File: config.mk
export PLATFORM = sky130hd
export DESIGN_NAME = bullet_pool
export DESIGN_NICKNAME = d
export VERILOG_FILES = /design/src/rtl/bullet_pool.sv
export SDC_FILE = /design/constraint.sdc
export NUM_CORES = 1
export LEC_CHECK = 0
export CORE_ASPECT_RATIO = 0.8
export CORE_MARGIN = 4
export CORE_UTILIZATION = 48
export DETAILED_ROUTE_END_ITERATION = 10
export GPL_TIMING_DRIVEN = 0
export PLACE_DENSITY = 0.86
export SYNTH_ARGS = -nofsm -noshare
export SYNTH_HDL_FRONTEND = slang
export SYNTH_SLANG_ARGS = --single-unit
export TNS_END_PERCENT = 5
File: constraint.sdc
create_clock -name frame_clk -period 5.5 [get_ports frame_clk]
set_input_delay 1.1 -clock frame_clk [delete_from_list [all_inputs] [get_ports frame_clk]]
set_output_delay 1.1 -clock frame_clk [all_outputs]
set_load 0.01 [all_outputs]
File: src/rtl/bullet_pool.sv
// Multi-slot bullet manager: launches from the ship on the fire key, flies each
// active slot upward once per frame and retires it on hit or at the top edge.

module bullet_pool_slot #(
    parameter int         SPEED    = 8,
    parameter logic [9:0] RETIRE_Y = 10'd41
) (
    input  logic       clk_i,
    input  logic       rst_ni,
    input  logic       clear_i,
    input  logic       launch_i,
    input  logic       hit_i,
    input  logic [9:0] ship_x_i,
    input  logic [9:0] ship_y_i,
    output logic       active_o,
    output logic [9:0] x_o,
    output logic [9:0] y_o
);
    logic       active_q, active_d;
    logic [9:0] x_q, x_d, y_q, y_d;

    always_comb begin
        active_d = active_q;
        x_d      = x_q;
        y_d      = y_q;
        // Parked slots track the ship, so a launch simply latches active.
        if (clear_i || !active_q) begin
            active_d = launch_i && !clear_i;
            x_d      = ship_x_i;
            y_d      = ship_y_i;
        end else if (hit_i || (y_q < RETIRE_Y)) begin
            active_d = 1'b0;
            x_d      = ship_x_i;
            y_d      = ship_y_i;
        end else begin
            y_d = y_q - 10'(SPEED);
        end
    end

    always_ff @(posedge clk_i) begin
        if (!rst_ni) begin
            active_q <= 1'b0;
            x_q      <= '0;
            y_q      <= '0;
        end else begin
            active_q <= active_d;
            x_q      <= x_d;
            y_q      <= y_d;
        end
    end

    assign active_o = active_q;
    assign x_o      = x_q;
    assign y_o      = y_q;
endmodule

module bullet_pool #(
    parameter int         NUM_BULLETS = 4,
    parameter int         SPEED       = 8,
    parameter int         Y_MIN       = 30,
    parameter int         SIZE        = 3,
    parameter int         COOLDOWN    = 6,
    parameter int         AUTO_FIRE   = 0,
    parameter logic [7:0] KEY_CODE    = 8'h2c
) (
    input  logic                      frame_clk,
    input  logic                      Reset,
    input  logic                      game_over,
    input  logic                      start_screen,
    input  logic [9:0]                ship_X,
    input  logic [9:0]                ship_Y,
    input  logic [23:0]               space_key,
    input  logic [NUM_BULLETS-1:0]    bullet_hit,
    output logic [NUM_BULLETS-1:0]    bullet_active,
    output logic [10*NUM_BULLETS-1:0] bullet_X_out,
    output logic [10*NUM_BULLETS-1:0] bullet_Y_out,
    output logic [9:0]                bullet_size,
    output logic                      fire_pulse,
    output logic [7:0]                shots_fired
);
    localparam int         CW       = (COOLDOWN > 0) ? $clog2(COOLDOWN + 1) : 1;
    localparam logic [9:0] YMIN_L   = 10'(Y_MIN);
    localparam logic [9:0] RETIRE_Y = 10'(Y_MIN + SIZE + SPEED);

    logic                   key_prev_q;
    logic [CW-1:0]          cd_q, cd_d;
    logic                   pulse_q;
    logic [7:0]             shots_q, shots_d;
    logic                   key_down, fire_req, blocked, launch;
    logic [NUM_BULLETS-1:0] free, sel, launch_vec;

    assign key_down = (space_key[23:16] == KEY_CODE) || (space_key[15:8] == KEY_CODE) ||
                      (space_key[7:0] == KEY_CODE);
    assign fire_req = (AUTO_FIRE != 0) ? key_down : (key_down & ~key_prev_q);
    assign blocked  = game_over | start_screen;
    assign free     = ~bullet_active;
    // Isolate the lowest set bit of the free mask.
    assign sel      = free & (~free + NUM_BULLETS'(1));
    assign launch   = fire_req && (cd_q == '0) && !blocked && (ship_Y > YMIN_L) && (|free);
    assign launch_vec = launch ? sel : '0;

    always_comb begin
        cd_d    = cd_q;
        shots_d = shots_q;
        if (blocked)           cd_d = '0;
        else if (launch)       cd_d = CW'(COOLDOWN);
        else if (cd_q != '0)   cd_d = cd_q - CW'(1);
        if (launch && shots_q != 8'hFF) shots_d = shots_q + 8'd1;
    end

    always_ff @(posedge frame_clk) begin
        if (!Reset) begin
            key_prev_q <= 1'b0;
            cd_q       <= '0;
            pulse_q    <= 1'b0;
            shots_q    <= '0;
        end else begin
            key_prev_q <= key_down;
            cd_q       <= cd_d;
            pulse_q    <= launch;
            shots_q    <= shots_d;
        end
    end

    for (genvar i = 0; i < NUM_BULLETS; i++) begin : g_slot
        bullet_pool_slot #(.SPEED(SPEED), .RETIRE_Y(RETIRE_Y)) u_slot (
            .clk_i   (frame_clk),
            .rst_ni  (Reset),
            .clear_i (blocked),
            .launch_i(launch_vec[i]),
            .hit_i   (bullet_hit[i]),
            .ship_x_i(ship_X),
            .ship_y_i(ship_Y),
            .active_o(bullet_active[i]),
            .x_o     (bullet_X_out[10*i +: 10]),
            .y_o     (bullet_Y_out[10*i +: 10])
        );
    end

    assign bullet_size = 10'(SIZE);
    assign fire_pulse  = pulse_q;
    assign shots_fired = shots_q;
endmodule

**After elaboration in Yosys (flattened, before gate mapping)**

Cells that the tools add are included.

- Register bits: 97
- Bits of input ports: 52
- Output and inout bits: 103
- Word-level logic and storage cells: 101

- Add/sub/neg operators: 7
- Order comparisons: 5
- Equal/unequal tests: 4
- Mux-type cells: 27
- Bitwise operators: 7
- Reduce and logical (&&, ||, !) cells: 34

Operator list:

| operator | count |
|---|---|
| 10-bit 2-to-1 mux | 16 |
| 10-bit by 6-bit less-than comparator with 1-bit output (second input constant) | 4 |
| 10-bit by 4-bit subtractor with 10-bit output (second input constant) | 4 |
| 8-bit by 6-bit == test with 1-bit output (second input constant) | 3 |
| 10-bit by 5-bit greater-than comparator with 1-bit output (second input constant) | 1 |
| 1-bit logical OR | 10 |
| 2-bit nonzero test | 5 |
| 1-bit logical AND | 9 |
| 8-bit by 1-bit adder with 8-bit output (second input constant) | 1 |
| 1-bit 2-to-1 mux | 8 |
| 8-bit inequality test (second input constant) | 1 |
| 4-bit inverter | 2 |
| 3-bit 2-to-1 mux | 2 |
| 1-bit logical NOT | 5 |
| 4-bit by 1-bit adder with 4-bit output (second input constant) | 1 |
| 4-bit bitwise AND | 1 |
| 4-bit 2-to-1 mux | 1 |
| 4-bit OR reduction | 1 |
| 3-bit logical NOT | 1 |
| 3-bit nonzero test | 1 |
| 3-bit OR reduction | 1 |
| 3-bit by 1-bit subtractor with 3-bit output (second input constant) | 1 |
| 1-bit inverter | 2 |
| 2-bit OR reduction | 1 |
| 2 further kinds | 2 |

**Longest topological paths before layout**

Gate-level depths: netlist of run 1.

- Depth after elaboration: 11
- Gate-level depth with buffers: 7

**Modules after synthesis**

From an unflattened synthesis of run 1, not the netlist that was laid out.

- Cells, all modules: 520
- Area, all modules: 4833.4 um^2

Modules (own cells, without submodules):

| module | times used | cells an instance | area each (um^2) | seq. area each (um^2) |
|---|---|---|---|---|
| bullet_pool_slot | 4 | 104 | 998.5 | 420.4 |
| bullet_pool | 1 | 104 | 839.6 | 260.2 |

**Worst setup path after synthesis of run 1**

OpenSTA, ideal clock, no wires.

- Path kind: input-to-reg
- From: input port ship_Y[8]
- To: register shots_q[5], in the netlist shots_fired[5]
- Library setup time: 0.072 ns
- Data arrival time: 2.390 ns
- Data required time: 5.428 ns
- Path slack: 3.038 ns
- Stages on the path: 5
- Cell sequence: or4_1 > a211oi_2 > a311oi_4 > nand4_1 > mux2i_1

- Longest elaborated chain between the ends: 4

RTL lines:

| what | line | text |
|---|---|---|
| start: declaration | 71 | `input logic [9:0] ship_Y,` |
| 10-bit by 5-bit greater-than comparator with 1-bit output | 99 | `assign launch = fire_req && (cd_q == '0) && !blocked && (ship_Y > YMIN_L) && (\|free);` |
| 1-bit logical AND (2 in a row) | 99 |  |
| 1-bit logical AND | 108 | `if (launch && shots_q != 8'hFF) shots_d = shots_q + 8'd1;` |
| end signal: assignment | 121 | `shots_q <= shots_d;` |
| end: declaration | 88 | `logic [7:0] shots_q, shots_d;` |

Every way passes these cells.
A chain may end at the register's enable or synchronous reset.

**Final worst setup path of run 1**

- From: input port start_screen
- To: register g_slot[3].u_slot.y_q[9]

- Longest elaborated chain between the ends: 3

RTL lines:

| what | line | text |
|---|---|---|
| start: declaration | 69 | `input logic start_screen,` |
| 1-bit OR | 95 | `assign blocked = game_over \| start_screen;` |
| 1-bit logical OR | 27 | `if (clear_i \|\| !active_q) begin` |
| 10-bit 2-to-1 mux | 27 |  |
| end signal: assignment | 48 | `y_q <= y_d;` |
| end: declaration | 20 | `logic [9:0] x_q, x_d, y_q, y_d;` |

Every way passes these cells.

==> results.cfg, run 1 <==
[outcome]
outcome = complete, no violations

[cts]
cts_max_level = 3
cts_sinks = 97
clockBufferDepth = 2
clkLatencyLatePin_ns = 0.37
ctsResizeCount = 0
cts_tree = built
numCtsBuffers = 9
cts_hold_buf = 0
post_cts_buffers = 0
path_clk_slew_ns = 0.09
clock_tree.root_cell = clkbuf_8

[drt]
first_pass_iters = 5
drtIter0Drc = 298
routed-via-count = 4350
route.detailed.drc = 0
drtAntennaViolNets = 0
routed_wl_um = 13700
via_per_inst = 5.71
wire_per_inst_um = 18.0

[sta]
grt_setup_unrepaired = false
final-hold-violation-count = 0
worstMarginPinSlew_ns = 0.604
max_slew_margin = 0.597
tns_ns = 0
setup_viol = 0
finClkSkew_ns = 0.0105
hold_slack_ns = 0.466
timing.final.crit_period_ns = 2.98
post-route-period-util = 0.541
max_freq_mhz = 336
drv_slew = 0

[grt]
grt_pass1_wl_um = 21500
grt_pass1_vias = 4177
grt_max_degree = 17
antenna_found_initial = 0
track_usage = 0.259
met2_usage = 0.433
overflow = 0
grt_busiest_layer = met2
use_met1 = 0.341
gr-usage-met3 = 0.0475

[floorplanning]
die_area_um2 = 10300
core_um2 = 8520
io_pins = 155
dieHeight_um = 91.8
fp.dieW_um = 113
num_rows = 30
start_util = 0.494

[min_path]
hp-start = g_slot[0].u_slot.x_o[3]
holdCritPathClass = reg -> reg

[worst_setup_path]
reg2reg_from = cd_q[0]
crit_family = buffers and inverters
worstSetupPathType = in -> reg
path_cells = clkdlybuf4s50_1 > nor2_1 > nand3b_1 > a21oi_1 > clkbuf_1 > nand3_1 > o21ai_0
crit_path_end_kind = flip-flop
slowest_stage = clkdlybuf4s50_1
slowest_delay_ns = 0.49
startpoint = start_screen
start_kind = primary input
critPathRequiredTime_ns = 5.79
critPathArrivalTime_ns = 3.27
reg2reg_slack_ns = 3.26
critPathMaxFanout = 10
path_buf_inv = 2

[yosys]
yosys.area_share.xor_xnor = 0.0375
yosys-top-cells-area = dfxtp_1, nand3_1, o21ai_0, o21ai_1, nand2_1
synth_ff_type = dfxtp_1
synthAdderAreaFrac = 0.0208
synthCells = 483
yosysSeqAreaShare = 0.461
ys_ff_latch = 97
yosys.area_share.simple = 0.247
synth-edff-count = 0
muxShareOfSynthArea = 0.0190
synth_compound_area_frac = 0.149
ys_types = 39
yosysTopAreaCell = dfxtp_1
synth_top_area_share = 0.461
synthesis.area_um2 = 4210
synth_top_family_by_area = simple AND/OR/NAND/NOR gates
yosysWarnings = 0
synthArstFlopShare = 0
avgSynthCellArea_um2 = 8.71

[power_and_ir_drop]
report.power.total_mw = 1.53
leakagePower_nw = 2.36
power_density_nw_per_um2 = 253
worst_ir_drop_vdd_v = 0.000148

[finish]
nFillCells = 634
final_common_cell = clkdlybuf4s50_1
fin_area_um2 = 6050
area_growth_pct = 43.8
antenna_cells = 0
mostFrequentLayoutCells = clkdlybuf4s50_1, dfxtp_1, nand3_1
final_layout_size_suffix_gt1_frac = 0.0723
num-nets-final = 704

[placement]
dpl_cell_area_um2 = 5810
hpwl_um = 10700
gp_congestion = 0.940
port_buffers = 143

[job]
cap_violations = 0
cell families (layout without fill, tap and decap cells):
logic type,after synthesis,after routing
buf+inv,55,214
flops,97,97
simple gates,190,190
mux,8,8
xor+xnor,18,18
fa+ha+maj,7,7
other cells,2,10
compound gates,106,106
sequential cells by signal, indices dropped and copies added, names as in the netlist:
name and flops:
g_slot.u_slot.x_o 40, g_slot.u_slot.y_o 40, shots_fired 8, g_slot.u_slot.active_o 4
cd_q 3, fire_pulse 1, key_prev_q 1
worst min-delay path, delay by kind of cell (launching register included):
kind | cells | cell delay (ns)
AOI/OAI and AO/OA | 1 | 0.05
DFF | 1 | 0.32
and+or+nand+nor | 1 | 0.06
power breakdown:
group / switching, mW / internal [mW]
Combinational: 0.0990 / 0.118
Sequential: 0.0280 / 0.734
Clock: 0.249 / 0.305
Total: 0.376 / 1.16
metal layers:
| layer | vias up | share of wire |
|---|---|---|
| met5 | - | 0 |
| met2 | 213 | 0.48 |
| li1 | 2025 | - |
| met4 | 0 | 0.025 |
| met3 | 31 | 0.082 |
| met1 | 2081 | 0.41 |
synthesized netlist by cell type, types with 5 or more instances:
library cell / instances
nand4_1: 8
nor2_1: 18
nand3_1: 80
nand3b_1: 8
a21oi_1: 6
clkbuf_1: 20
buf_4: 14
buf_2: 9
nand2_1: 33
nand2b_1: 14
o21ai_0: 53
inv_1: 12
mux2i_1: 8
ha_1: 7
xnor2_1: 5
dfxtp_1: 97
nor3_1: 5
o21ai_1: 28
nor4_1: 9
xor2_1: 13
layout make-up:
class,instances,area (um2),share of cell area
multi-input combinational,339,2030,0.335
sequential,97,1940,0.321
timing repair buffer,143,1430,0.237
buffer,43,225,0.0372
tap,112,140,0.0232
clock buffer,10,128,0.0211
clock inverter,6,113,0.0186
inverter,12,45.0,0.00744
stage by stage:
stage / cells / setup slack (ns) / util
3_5_place_dp: 746 / 2.22 / 0.682
4_1_cts: 762 / 2.56 / 0.710
6_report: 762 / 2.52 / 0.710
3_3_place_gp: 746 / 2.27 / 0.682
2_1_floorplan: 491 / 3.04 / -
5_1_grt: 762 / 2.37 / 0.710
path summary, 6_finish.rpt:
path,endpoint,depth (start not counted)
hold reg to reg,g_slot[0].u_slot.x_o[3],2
setup / recovery,g_slot[3].u_slot.y_o[9],7
setup reg to reg,shots_fired[7],7
hold / removal,g_slot[0].u_slot.x_o[3],2
Power figures use the tool's default switching activity.
==> run 2: changes to the inputs <==
Settings changed: CORE_UTILIZATION 48 to 40, PLACE_DENSITY 0.86 to 0.76.
Clock period 5.5 ns to 2.4 ns, I/O delays scaled along.
==> results.cfg, run 2 (synthesis results as in run 1) <==
[outcome]
outcome = complete, no violations

[sta]
max_slew_margin = 0.602
post-route-period-util = 0.903
drv_slew = 0
setup_viol = 0
max_freq_mhz = 461
timing.final.crit_period_ns = 2.17
grt_setup_unrepaired = false
final-hold-violation-count = 0
finClkSkew_ns = 0.00922
worstMarginPinSlew_ns = 0.597

[drt]
drtAntennaViolNets = 0
routed-via-count = 4228
route.detailed.drc = 0
drtIter0Drc = 391
first_pass_iters = 5
wire_per_inst_um = 17.0
via_per_inst = 5.35
routed_wl_um = 13500

[floorplanning]
num_rows = 33
core_um2 = 10300
fp.dieW_um = 123
die_area_um2 = 12200
dieHeight_um = 99.8
io_pins = 155
start_util = 0.409

[placement]
gp_congestion = 0.890
hpwl_um = 10700
dp.cells = 774
port_buffers = 143

[finish]
area_growth_pct = 46.0
mostFrequentLayoutCells = clkdlybuf4s50_1, dfxtp_1, nand3_1
fin_cells = 790
antenna_cells = 0
num-nets-final = 704
final_layout_size_suffix_gt1_frac = 0.0754
final_common_cell = clkdlybuf4s50_1
fin_util = 0.598
nFillCells = 853

[cts]
cts_tree = built
numCtsBuffers = 9
cts_sinks = 97
clock_tree.root_cell = clkbuf_16
clkLatencyLatePin_ns = 0.35
post_cts_buffers = 0
clockBufferDepth = 2
cts_max_level = 3
path_clk_slew_ns = 0.07

[worst_setup_path]
worstSetupPathType = in -> reg
start_kind = primary input
crit_path_end_kind = flip-flop
startpoint = start_screen
critPathRequiredTime_ns = 2.61
path_cells = clkdlybuf4s50_1 > nor2_2 > nand2_1 > a211oi_2 > clkbuf_1 > o21ai_0
reg2reg_from = cd_q[0]
slowest_delay_ns = 0.50
critPathArrivalTime_ns = 2.38
critPathMaxFanout = 10
slowest_stage = clkdlybuf4s50_1

[grt]
grt_pass1_wl_um = 20900
grt_max_degree = 19
track_usage = 0.217
grt_pass1_vias = 4105
antenna_found_initial = 0
overflow = 0

[power_and_ir_drop]
power_density_nw_per_um2 = 597
report.power.total_mw = 3.67
worst_ir_drop_vdd_v = 0.000321
leakagePower_nw = 2.39

[min_path]
holdCritPathClass = reg -> reg
hp-start = g_slot[0].u_slot.x_o[6]

[job]
cap_violations = 0
[run 2: changes by cell type in the layout (fill, tap and decap cells not counted), moves of 2 or more]
| cell | change |
|---|---|
| clkbuf_16 | +9 |
| clkbuf_8 | -8 |
| bufinv_16 | -3 |
| clkinv_4 | +2 |
| inv_8 | +2 |
[run 2: worst paths after layout]
kind / endpoint / slack [ns] / cells past startpoint
worst min-delay path: g_slot[0].u_slot.x_o[6] / 0.47 / 2
worst max-delay path: g_slot[0].u_slot.x_o[0] / 0.23 / 6
worst max register to register: shots_fired[7] / 0.27 / 7
worst min register to register: g_slot[0].u_slot.x_o[6] / 0.47 / 2
[run 2: final cells by class]
type | instances | area (um2) | area share
multi-input cells | 339 | 2030 | 0.330
clock buffers | 10 | 239 | 0.0389
well taps | 140 | 175 | 0.0285
plain buffers | 43 | 225 | 0.0367
flip-flops and latches | 97 | 1940 | 0.316
clock inverters | 6 | 57.6 | 0.00937
repair buffers | 143 | 1430 | 0.233
inverters | 12 | 45.0 | 0.00733
[run 2: metal layers]
metal / share of wire / vias to the layer above / global-route usage
met2: 0.47 / 163 / 0.353
met4: 0.020 / 0 / 0.0688
met3: 0.069 / 22 / 0.0358
met5: 0 / - / 0
li1: - / 2023 / -
met1: 0.44 / 2020 / 0.293
[run 2: repair_timing]
action | in CTS | in global routing
endpoints found under the setup margin | 0 | 4
gates resized for setup | 0 | 1
hold buffers | 0 | 0
[run 2: metrics by stage]
stage	TNS [ns]	setup slack [ns]	hold WS [ns]	cell area, um2
2_1_floorplan	0	0.534	0.467	4240
3_3_place_gp	-6.23	-0.185	0.452	5850
3_5_place_dp	-9.91	-0.212	0.457	5850
4_1_cts	0	0.146	0.468	6140
5_1_grt	0	0.0845	0.500	6140
6_report	0	0.232	0.467	6140
[run 2: worst max-delay path: cells and delay by family]
family / cells / cell delay, ns
buf+inv: 2 / 0.90
compound gates: 2 / 0.54
simple gates: 2 / 0.46
[run 2: power breakdown]
group	switching, mW	internal, mW	leakage, nW
sequential	0.0627	1.68	0.804
clock	0.665	0.757	0.147
combinational	0.229	0.271	1.44
==> run 3: changes to the inputs <==
Settings changed: CTS_CLUSTER_DIAMETER set to 60, GPL_TIMING_DRIVEN 0 to not set.
Clock period 2.4 ns to 1.74 ns, I/O delays scaled along.
==> results.cfg, run 3 (synthesis results as in run 1) <==
[outcome]
outcome = finished, violations left
violations = setup timing

[finish]
num-nets-final = 709
area_growth_pct = 53.4
final_common_cell = clkdlybuf4s50_1
antenna_cells = 0
final_layout_size_suffix_gt1_frac = 0.144
mostFrequentLayoutCells = clkdlybuf4s50_1, dfxtp_1, nand3_1

[power_and_ir_drop]
leakagePower_nw = 2.62
worst_ir_drop_vdd_v = 0.000506
power_density_nw_per_um2 = 784

[floorplanning]
die_area_um2 = 12200
core_um2 = 10300
fp.dieW_um = 123
num_rows = 33
io_pins = 155
dieHeight_um = 99.8
start_util = 0.409

[drt]
routed-via-count = 4183
drtAntennaViolNets = 0
routed_wl_um = 13500
wire_per_inst_um = 17.0
via_per_inst = 5.26
route.detailed.drc = 0
drtIter0Drc = 398
first_pass_iters = 7

[worst_setup_path]
critPathMaxFanout = 7
critPathArrivalTime_ns = 2.05
slowest_stage = dfxtp_2
worstSetupPathType = reg -> reg
reg2reg_slack_ns = -0.03
start_kind = flip-flop
crit_family = simple AND/OR/NAND/NOR gates
critPathRequiredTime_ns = 2.01
crit_path_end_kind = flip-flop
reg2reg_from = cd_q[1]
path_cells = nor2_4 > ha_4 > nor4b_4 > o211ai_1 > a311oi_4 > buf_6 > nand4_1 > mux2i_1
r2r-end = shots_fired[6]
slowest_delay_ns = 0.34
path_buf_inv = 1
r2r_cells = 8

[placement]
post-place-ws_ns = -0.603
gp_congestion = 0.877
port_buffers = 144
hpwl_um = 10300

[sta]
post-route-period-util = 1.02
max_freq_mhz = 564
timing.final.crit_period_ns = 1.77
setup_ws_ns = -0.0339
setup_viol = 5
drv_slew = 0
tns_ns = -0.114
finClkSkew_ns = 0.0108
final-hold-violation-count = 0
grt_setup_unrepaired = true

[cts]
clkLatencyLatePin_ns = 0.34
clock_tree.root_cell = clkbuf_16
cts_max_level = 3
clockBufferDepth = 2
cts_sinks = 97
numCtsBuffers = 9
cts_tree = built
path_clk_slew_ns = 0.08

[min_path]
min_to = g_slot[0].u_slot.x_o[5]
hp-start = Reset
hold_depth = 3
holdCritPathClass = in -> reg

[grt]
track_usage = 0.214
grt_pass1_vias = 3979
antenna_found_initial = 0
grt_max_degree = 41
overflow = 0
grt_pass1_wl_um = 20700

[job]
cap_violations = 0
-- run 3: power breakdown --
part	switching [mW]	internal (mW)
clock	0.946	1.01
combinational	0.322	0.371
sequential	0.0860	2.32
-- run 3: cell type report --
cell class | count | area (um2)
tap | 140 | 175
clock inverter | 7 | 75.1
inverter | 12 | 45.0
clock buffer | 9 | 225
timing repair buffer | 191 | 1870
fill | 837 | 3820
sequential | 97 | 1960
multi-input combinational | 339 | 2110
-- run 3: repair_timing --
item                       4_1_cts  5_1_grt
hold buffers                     0        0
resized for setup               19       21
setup endpoints to repair       26       34
buffers inserted                 4        2
pin swaps                       13       10
gates cloned                     1        0
hold endpoints to repair         0        0
-- run 3: worst max-delay path by stage --
| stage | from | endpoint | slack, ns | depth (start not counted) |
|---|---|---|---|---|
| after floorplan | cd_q[1] | shots_fired[7] | -0.11 | 7 |
| after global placement | ship_Y[8] | shots_fired[3] | -0.52 | 7 |
| after detailed placement | ship_Y[5] | shots_fired[3] | -0.60 | 7 |
| after CTS | cd_q[0] | shots_fired[6] | -0.03 | 8 |
| after global routing | cd_q[1] | shots_fired[6] | -0.09 | 8 |
| final | cd_q[1] | shots_fired[6] | -0.03 | 8 |
-- run 3: metal layers --
metal	vias up	global-route usage	share of wire
li1	2027	-	-
met1	1987	0.282	0.44
met2	149	0.346	0.48
met3	20	0.0597	0.065
met4	0	0.0568	0.017
met5	-	0	0
-- run 3: worst min-delay path, delay by kind of cell --
family / cells / cell delay (ns)
buffers and inverters: 1 / 0.21
AOI/OAI and AO/OA: 1 / 0.05
and+or+nand+nor: 1 / 0.12
-- run 3: per-stage QoR --
| step | cells | power, mW | utilization | hold WS, ns | instance area, um2 |
|---|---|---|---|---|---|
| after floorplan | 491 | 2.72 | - | 0.479 | 4250 |
| after global placement | 772 | 3.12 | 0.584 | 0.450 | 6000 |
| after detailed placement | 772 | 3.14 | 0.584 | 0.461 | 6000 |
| after CTS | 793 | 5.08 | 0.621 | 0.439 | 6390 |
| after global routing | 795 | 5.24 | 0.628 | 0.465 | 6460 |
| final | 795 | 5.06 | 0.628 | 0.449 | 6460 |
